--- src/rtl/macguffin_arbiter.sv ---
// macguffin_arbiter: round-robin share of one MacGuffin core between two AXI-Stream requesters
module macguffin_arbiter #(
    parameter int DATA_W = 64,
    parameter int CNT_W  = 16
) (
    input  logic              clk,
    input  logic              rst,
    input  logic [DATA_W-1:0] s0_axis_tdata,
    input  logic              s0_axis_tvalid,
    output logic              s0_axis_tready,
    input  logic [DATA_W-1:0] s1_axis_tdata,
    input  logic              s1_axis_tvalid,
    output logic              s1_axis_tready,
    output logic [DATA_W-1:0] m0_axis_tdata,
    output logic              m0_axis_tvalid,
    input  logic              m0_axis_tready,
    output logic [DATA_W-1:0] m1_axis_tdata,
    output logic              m1_axis_tvalid,
    input  logic              m1_axis_tready,
    output logic [DATA_W-1:0] core_s_axis_tdata,
    output logic              core_s_axis_tvalid,
    input  logic              core_s_axis_tready,
    input  logic [DATA_W-1:0] core_m_axis_tdata,
    input  logic              core_m_axis_tvalid,
    output logic              core_m_axis_tready,
    output logic              busy,
    output logic [CNT_W-1:0]  blk_cnt0,
    output logic [CNT_W-1:0]  blk_cnt1
);
    typedef enum logic [2:0] {IDLE, ACCEPT, ISSUE, WAIT, DELIVER} state_t;
    state_t            state;
    logic              sel;
    logic              last;
    logic [DATA_W-1:0] blk;
    logic              s_valid;
    logic [DATA_W-1:0] s_data;
    logic              m_ready;
    logic              acc;
    logic              dlv;
    always_comb begin
        s_valid = sel ? s1_axis_tvalid : s0_axis_tvalid;
        s_data  = sel ? s1_axis_tdata : s0_axis_tdata;
        m_ready = sel ? m1_axis_tready : m0_axis_tready;
        acc     = state == ACCEPT;
        dlv     = state == DELIVER;
    end
    // Outputs decode only registered state, so reset clears them immediately
    always_comb begin
        s0_axis_tready     = acc && !sel;
        s1_axis_tready     = acc && sel;
        core_s_axis_tvalid = state == ISSUE;
        core_s_axis_tdata  = (state == ISSUE) ? blk : '0;
        core_m_axis_tready = state == WAIT;
        m0_axis_tvalid     = dlv && !sel;
        m1_axis_tvalid     = dlv && sel;
        m0_axis_tdata      = (dlv && !sel) ? blk : '0;
        m1_axis_tdata      = (dlv && sel) ? blk : '0;
        busy               = state != IDLE;
    end
    always_ff @(posedge clk or posedge rst) begin
        if (rst) begin
            state    <= IDLE;
            sel      <= 1'b0;
            last     <= 1'b1;
            blk      <= '0;
            blk_cnt0 <= '0;
            blk_cnt1 <= '0;
        end else begin
            case (state)
                IDLE: if (s0_axis_tvalid || s1_axis_tvalid) begin
                    sel   <= (s0_axis_tvalid && s1_axis_tvalid) ? ~last : s1_axis_tvalid;
                    state <= ACCEPT;
                end
                ACCEPT: if (s_valid) begin
                    blk   <= s_data;
                    state <= ISSUE;
                end else begin
                    state <= IDLE;
                end
                ISSUE: if (core_s_axis_tready) state <= WAIT;
                WAIT: if (core_m_axis_tvalid) begin
                    blk   <= core_m_axis_tdata;
                    state <= DELIVER;
                end
                DELIVER: if (m_ready) begin
                    last  <= sel;
                    state <= IDLE;
                    if (sel) blk_cnt1 <= blk_cnt1 + 1'b1;
                    else blk_cnt0 <= blk_cnt0 + 1'b1;
                end
                default: state <= IDLE;
            endcase
        end
    end
endmodule
--- config.mk ---
export PLATFORM = sky130hd
export DESIGN_NAME = macguffin_arbiter
export DESIGN_NICKNAME = d
export VERILOG_FILES = /design/src/rtl/macguffin_arbiter.sv
export SDC_FILE = /design/constraint.sdc
export NUM_CORES = 1
export LEC_CHECK = 0
export CELL_PAD_IN_SITES_DETAIL_PLACEMENT = 0
export CELL_PAD_IN_SITES_GLOBAL_PLACEMENT = 2
export CORE_UTILIZATION = 20
export CTS_CLUSTER_DIAMETER = 80
export DETAILED_ROUTE_END_ITERATION = 6
export MAX_ROUTING_LAYER = met4
export PLACE_DENSITY = 0.91
export RECOVER_POWER = 50
export SLEW_MARGIN = 20
export SYNTH_ARGS = -nofsm -noshare
export SYNTH_HDL_FRONTEND = slang
export SYNTH_SLANG_ARGS = --single-unit
--- constraint.sdc ---
create_clock -name clk -period 4.6 [get_ports clk]
set_input_delay 1.38 -clock clk [delete_from_list [all_inputs] [get_ports clk]]
set_output_delay 1.38 -clock clk [all_outputs]
set_load 0.005 [all_outputs]
==> results of run 1 <==
-- flip-flops by register name (all words and copies together) (netlist names) --
name      count
last          1
blk_cnt0     16
sel           1
blk_cnt1     16
state         3
blk          64
-- per-layer routing --
layer  part of all wire [%]  wire length [µm]  GRT usage (%)  vias up
met2                     51             14200           29.1      233
li1                       -                 -              -     3216
met4                    1.3               368           4.13        0
met1                     44             12200           20.4     3239
met5                      0                 0              -        -
met3                    3.9              1080           1.96       20
-- worst min-delay path by stage --
stage | from | endpoint | cells past startpoint
after floorplan | blk_cnt0[15] | blk_cnt0[15] | 1
after global placement | blk_cnt0[15] | blk_cnt0[15] | 1
after detailed placement | blk_cnt0[15] | blk_cnt0[15] | 1
after CTS | blk_cnt0[15] | blk_cnt0[15] | 1
after global routing | blk_cnt0[15] | blk_cnt0[15] | 1
final | blk_cnt0[15] | blk_cnt0[15] | 1
-- worst register-to-register path: stages (launching register included) --
cell and delay [ns]:
dfrtp_4 0.43, buf_12 0.54, mux2i_1 0.33, nor2_4 0.13, clkbuf_2 1.17, nand2_1 0.39, o221a_2 0.25
-- logic make-up (layout without fill, tap and decap cells) --
family | Yosys count | count (layout) | share of synthesized area (%)
AOI/OAI and AO/OA | 71 | 71 | 12.0
xor gates and xnor gates | 30 | 30 | 4.02
adders and majority gates | 2 | 2 | 0.383
buffers and inverters | 70 | 463 | 5.67
DFF | 101 | 101 | 38.7
muxes | 67 | 67 | 10.3
and+or+nand+nor | 335 | 335 | 28.9
-- cells in the mapped netlist --
master | instances | area (µm²)
a32o_1 | 1 | 10.0
and2_1 | 66 | 413
buf_6 | 3 | 33.8
dfstp_2 | 1 | 26.3
nand2_1 | 85 | 319
or3b_4 | 1 | 11.3
o32a_1 | 1 | 10.0
nor2b_1 | 3 | 18.8
nor3b_2 | 1 | 12.5
buf_8 | 6 | 90.1
a211o_1 | 1 | 8.76
nor4_4 | 1 | 21.3
inv_1 | 4 | 15.0
nand4b_1 | 1 | 8.76
a21oi_1 | 2 | 10.0
ha_1 | 2 | 25.0
xor2_1 | 10 | 87.6
buf_2 | 14 | 70.1
dfrtp_1 | 100 | 2500
mux2i_1 | 65 | 651
or3b_1 | 1 | 8.76
and4_1 | 3 | 26.3
nor4_1 | 1 | 6.26
xnor2_1 | 20 | 175
nor2_1 | 13 | 48.8
a21o_1 | 1 | 7.51
nor3_4 | 2 | 32.5
nand3_1 | 13 | 65.1
o221a_2 | 64 | 721
clkbuf_1 | 43 | 161
and3_1 | 131 | 820
o21ai_4 | 1 | 16.3
and2b_1 | 1 | 7.51
mux2_2 | 2 | 22.5
nor3_1 | 5 | 25.0
nand4_1 | 7 | 43.8
-- power by group --
| part | internal [mW] | total (mW) | switching (mW) |
|---|---|---|---|
| clock | 0.436 | 0.835 | 0.399 |
| sequential | 1.21 | 1.59 | 0.385 |
| combinational | 1.52 | 2.73 | 1.21 |
| total | 3.16 | 5.16 | 1.99 |
-- stage by stage --
stage	utilization (%)	cell area [µm²]	power (mW)	hold WS, ns	setup slack [ns]
detailed placement	35.1	11200	4.38	0.456	1.07
finish	35.9	11400	5.16	0.467	0.686
global route	35.9	11400	5.49	0.479	0.404
floorplan	-	6530	3.04	0.465	0.575
CTS	36.1	11500	5.25	0.472	0.655
global placement	35.1	11200	4.34	0.459	1.10
-- cell type report --
class	instances	area, µm²	area share [%]
Timing Repair Buffer	443	4400	38.5
Multi-Input combinational cell	505	3620	31.7
Clock inverter	7	96.3	0.842
Inverter	4	16.3	0.142
Tap cell	435	544	4.76
Sequential cell	101	2530	22.1
Clock buffer	9	225	1.97
==> flow_metrics.tcl, run 1 <==
set metrics [dict create \
    min_period_over_period_pct 85.1 \
    crit_fanout 65 \
    r2r_setup_slack_ns 1.23 \
    ctsHoldBuffers 0 \
    setup_tns_ns 0 \
    root_buffer "clkbuf_16" \
    skew_ns 0.00670 \
    final_cell_mix "394 x clkdlybuf4s50_1, 131 x and3_1, 99 x dfrtp_1, 85 x nand2_1, 66 x and2_1" \
    syn_nets 878 \
    outcome "complete, but fails checks" \
    grt_start_max_net_pins 139 \
    tightest_slew_ns 1.87 \
    hold_viol 0 \
    critPathKind "input port to register" \
    yosysUniqueCellTypes 36 \
    clkTransAtPathRegs_ns 0.08 \
    ios 431 \
    design.core.area_um2 31900 \
    antenna_left 0 \
    hold_path_class "register to register" \
    wire_per_inst_um 18.5 \
    worst_setup_path_end_kind "register" \
    rsz0062_at_grt "no" \
    cp_top_family "buffers and inverters" \
    slowest_delay_ns 1.17 \
    clock_latency_ns 0.35 \
    fin_cells 1504 \
    finalNetCount 1266 \
    synth_cells 676 \
    final_common_cell "clkdlybuf4s50_1" \
    drt_first_pass_iters 4 \
    via_count 6708 \
    cp-endpoint "blk[60]" \
    grt_overflow_total 0 \
    dp.cells 1488 \
    drive_above_1_share_pct 9.82 \
    synth.yosys.seq_area_share_pct 38.7 \
    start_util_pct 20.5 \
    synth.avg_cell_area_um2 9.66 \
    finalWorstPathRequiredPeriod_ns 3.91 \
    cts_buffer_depth 2 \
    cts_resized 0 \
    drt-total-wl_um 27900 \
    cts-htree-levels 3 \
    reg2reg_depth 6 \
    cts_buffers 9 \
    fp-row-count 65 \
    drt_iter0_drc 262 \
    chipHeight_um 183 \
    cts_tree "built" \
    cts_setup_buffers 0 \
    dp_hpwl_um 20300 \
    startpoint_type "input port" \
    slew_viol_final 175 \
    p_leak_nw 5.02 \
    critPathBufInv 2 \
    nFillCells 3257 \
    maxCapViolCount 3 \
    cts_sinks 101 \
    gp_congestion 0.849 \
    setup_violations 0 \
    r2r-start "sel" \
    power_density_nw_per_um2 451 \
    syn_to_final_growth_pct 75.2 \
    violations "capacitance limit, slew limit" \
    r2r-end "blk[60]" \
    required_ns 4.83 \
    syn_area_um2 6530 \
    antenna_found_initial 1 \
    grt_pass1_wl_um 41500 \
    yosys_warnings 0 \
    port_buffers 430 \
    drc 0 \
    die_area_um2 33400 \
    crit_arrival_ns 4.15 \
    ys_ff_latch 101 \
    cp_num_cells 6 \
    critPathLaunch "s0_axis_tvalid" \
    cp_slowest_cell "clkbuf_2" \
    diodes 0 \
    avgViaCountPerCell 4.46 \
    grt_use_total_pct 16.7 \
    crit_chain "dlygate4sd3_1, mux2i_1, nor2_4, clkbuf_2, nand2_1, o221a_2" \
    fmax_mhz 256 \
    ir_drop_uv 429 \
    timing.slew.headroom_pct -25.3 \
    grt_pass1_vias 6724 \
    die_w_um 183 \
]
No activity file was read; power rests on OpenSTA's default activity.
==> run 2, diff against run 1 <==
--- a/config.mk
+++ b/config.mk
@@ -5,13 +5,12 @@
 export SDC_FILE = /design/constraint.sdc
 export NUM_CORES = 1
 export LEC_CHECK = 0
-export CELL_PAD_IN_SITES_DETAIL_PLACEMENT = 0
-export CELL_PAD_IN_SITES_GLOBAL_PLACEMENT = 2
-export CORE_UTILIZATION = 20
+export CORE_AREA = 2 2 167 169
 export CTS_CLUSTER_DIAMETER = 80
 export DETAILED_ROUTE_END_ITERATION = 6
+export DIE_AREA = 0 0 169 171
 export MAX_ROUTING_LAYER = met4
-export PLACE_DENSITY = 0.91
+export PLACE_DENSITY = 0.67
 export RECOVER_POWER = 50
 export SLEW_MARGIN = 20
 export SYNTH_ARGS = -nofsm -noshare
==> constraint.sdc (replaced) <==
create_clock -name clk -period 4 [get_ports clk]
set_input_delay 1.2 -clock clk [delete_from_list [all_inputs] [get_ports clk]]
set_output_delay 1.2 -clock clk [all_outputs]
set_load 0.005 [all_outputs]
==> run 2 against run 1 <==
The flow still finishes with violations (capacitance limit, slew limit). Sequential power is 17% higher. Clock-buffer cell count did not move. Die area shrank 13%. Non-clock buffer count unchanged. Register-to-register slack got worse by 0.15 ns. Utilization up 5.6 points. Clock power grew 20%. Design area fell by 0.81%. First-iteration DRC count increased by 56%. Total power increased by 15%. Critical endpoint is now m0_axis_tdata[61].
==> flow_metrics.tcl, run 2 (synthesis gave the netlist of run 1 again) <==
set metrics [dict create \
    ir_drop_uv 251 \
    die_area_um2 28900 \
    slew_viol_final 34 \
    regMostFlops "blk" \
    cts_buffer_depth 2 \
    use_met3_pct 2.52 \
    gp_congestion 0.837 \
    final_common_cell "clkdlybuf4s50_1" \
    grt_use_total_pct 18.1 \
    clkTransAtPathRegs_ns 0.08 \
    hold_viol 0 \
    tightest_slew_ns 1.72 \
    port_buffers 430 \
    final_cell_mix "393 x clkdlybuf4s50_1, 131 x and3_1, 99 x dfrtp_1, 85 x nand2_1, 66 x and2_1" \
    antenna_left 0 \
    violations "capacitance limit, slew limit" \
    startpoint_type "register" \
    drive_above_1_share_pct 9.64 \
    avgViaCountPerCell 4.73 \
    grt_overflow_total 0 \
    timing.slew.headroom_pct -14.8 \
    total_power_mw 5.94 \
    cts_tree "built" \
    cts_setup_buffers 0 \
    drt_iter0_drc 409 \
    setup_violations 0 \
    wire_per_inst_um 19.0 \
    root_buffer "clkbuf_16" \
    skew_ns 0.00847 \
    switching_power_mw 2.24 \
    dp_hpwl_um 19600 \
    fmax_mhz 274 \
    drc 0 \
    crit_arrival_ns 2.45 \
    finalNetCount 1266 \
    power_density_nw_per_um2 524 \
    outcome "complete, but fails checks" \
    p_leak_nw 5.03 \
    p_comb_share_pct 51.8 \
    via_count 6693 \
    hold_path_class "register to register" \
    largest_reg_flops 64 \
    critPathKind "register to output pin" \
    maxCapViolCount 1 \
    clock_latency_ns 0.36 \
    dpl_worst_slack_ns 0.723 \
    drt_first_pass_iters 4 \
    chipHeight_um 171 \
    syn_to_final_growth_pct 73.8 \
    required_ns 2.80 \
    layout_setup_ws_ns 0.350 \
    start_util_pct 23.9 \
    finalWorstPathRequiredPeriod_ns 3.65 \
    drt-total-wl_um 26800 \
    min_period_over_period_pct 91.2 \
    worst_setup_path_end_kind "output pin" \
    design.core.area_um2 27300 \
    fp-row-count 61 \
    p_clk_share_pct 16.9 \
    dp.cells 1399 \
    use_met2_pct 30.7 \
    p_sw_share_pct 37.7 \
    gr-max-usage-layer "met2" \
    grt_pass1_wl_um 39200 \
    reg.largest.list "blk x64, blk_cnt0 x16, blk_cnt1 x16" \
    ctsHoldBuffers 0 \
    ios 431 \
    crit_fanout 69 \
    grt_pass1_vias 6654 \
    rsz0062_at_grt "no" \
    cts_sinks 101 \
    die_w_um 169 \
    cts_resized 0 \
    sequentialPowerShare_pct 31.4 \
    grt_start_max_net_pins 71 \
    cts_buffers 9 \
    cts-htree-levels 3 \
    internal-power_mw 3.70 \
    setup_tns_ns 0 \
    gr-usage-met1_pct 22.6 \
    antenna_found_initial 1 \
    fin_cells 1416 \
]
run 2: critical path, cell delays in order (launching register included):
cell and delay, ns:
dfrtp_1 0.50, nor3b_4 0.24, buf_4 0.49, and3_1 0.30
clkdlybuf4s50_1 0.53
run 2: per-layer routing:
metal  vias to the layer above  part of all wire [%]
li1                       3225                     -
met1                      3206                    44
met2                       235                    50
met3                        27                   3.9
met4                         0                   1.6
met5                         -                     0
run 2: through the flow:
stage	area, µm²	hold WS (ns)	utilization [%]
after global placement	11100	0.457	40.6
final	11300	0.474	41.5
after global routing	11300	0.493	41.5
after detailed placement	11100	0.477	40.6
after floorplan	6530	0.465	-
after CTS	11400	0.487	41.8
run 2: final cells by class:
type	count	area [µm²]
diodes	1	2.50
clock buffers	9	225
clock inverters	7	106
fillers	2682	16000
inverters	4	17.5
multi-input cells	505	3600
flip-flops and latches	101	2530
well taps	346	433
repair buffers	443	4430
run 2: final timing paths:
kind	startpoint	end	slack, ns	depth (start not counted)
max in group asynchronous	rst	blk[37]	0.88	3
min reg2reg	blk_cnt1[15]	blk_cnt1[15]	0.47	1
max	state[0]	m0_axis_tdata[61]	0.35	4
min	blk_cnt1[15]	blk_cnt1[15]	0.47	1
max reg2reg	state[1]	blk[43]	1.08	5
min in group asynchronous	rst	blk_cnt0[5]	1.42	2
run 2: power by group through the flow:
stage	clock [mW]	sequential (mW)	combinational (mW)
6_report	1.00	1.86	3.08
5_1_grt	1.08	1.92	3.34
4_1_cts	1.04	1.87	3.14
3_5_place_dp	0	1.88	3.14
3_3_place_gp	0	1.88	3.09
2_1_floorplan	0	1.60	1.89
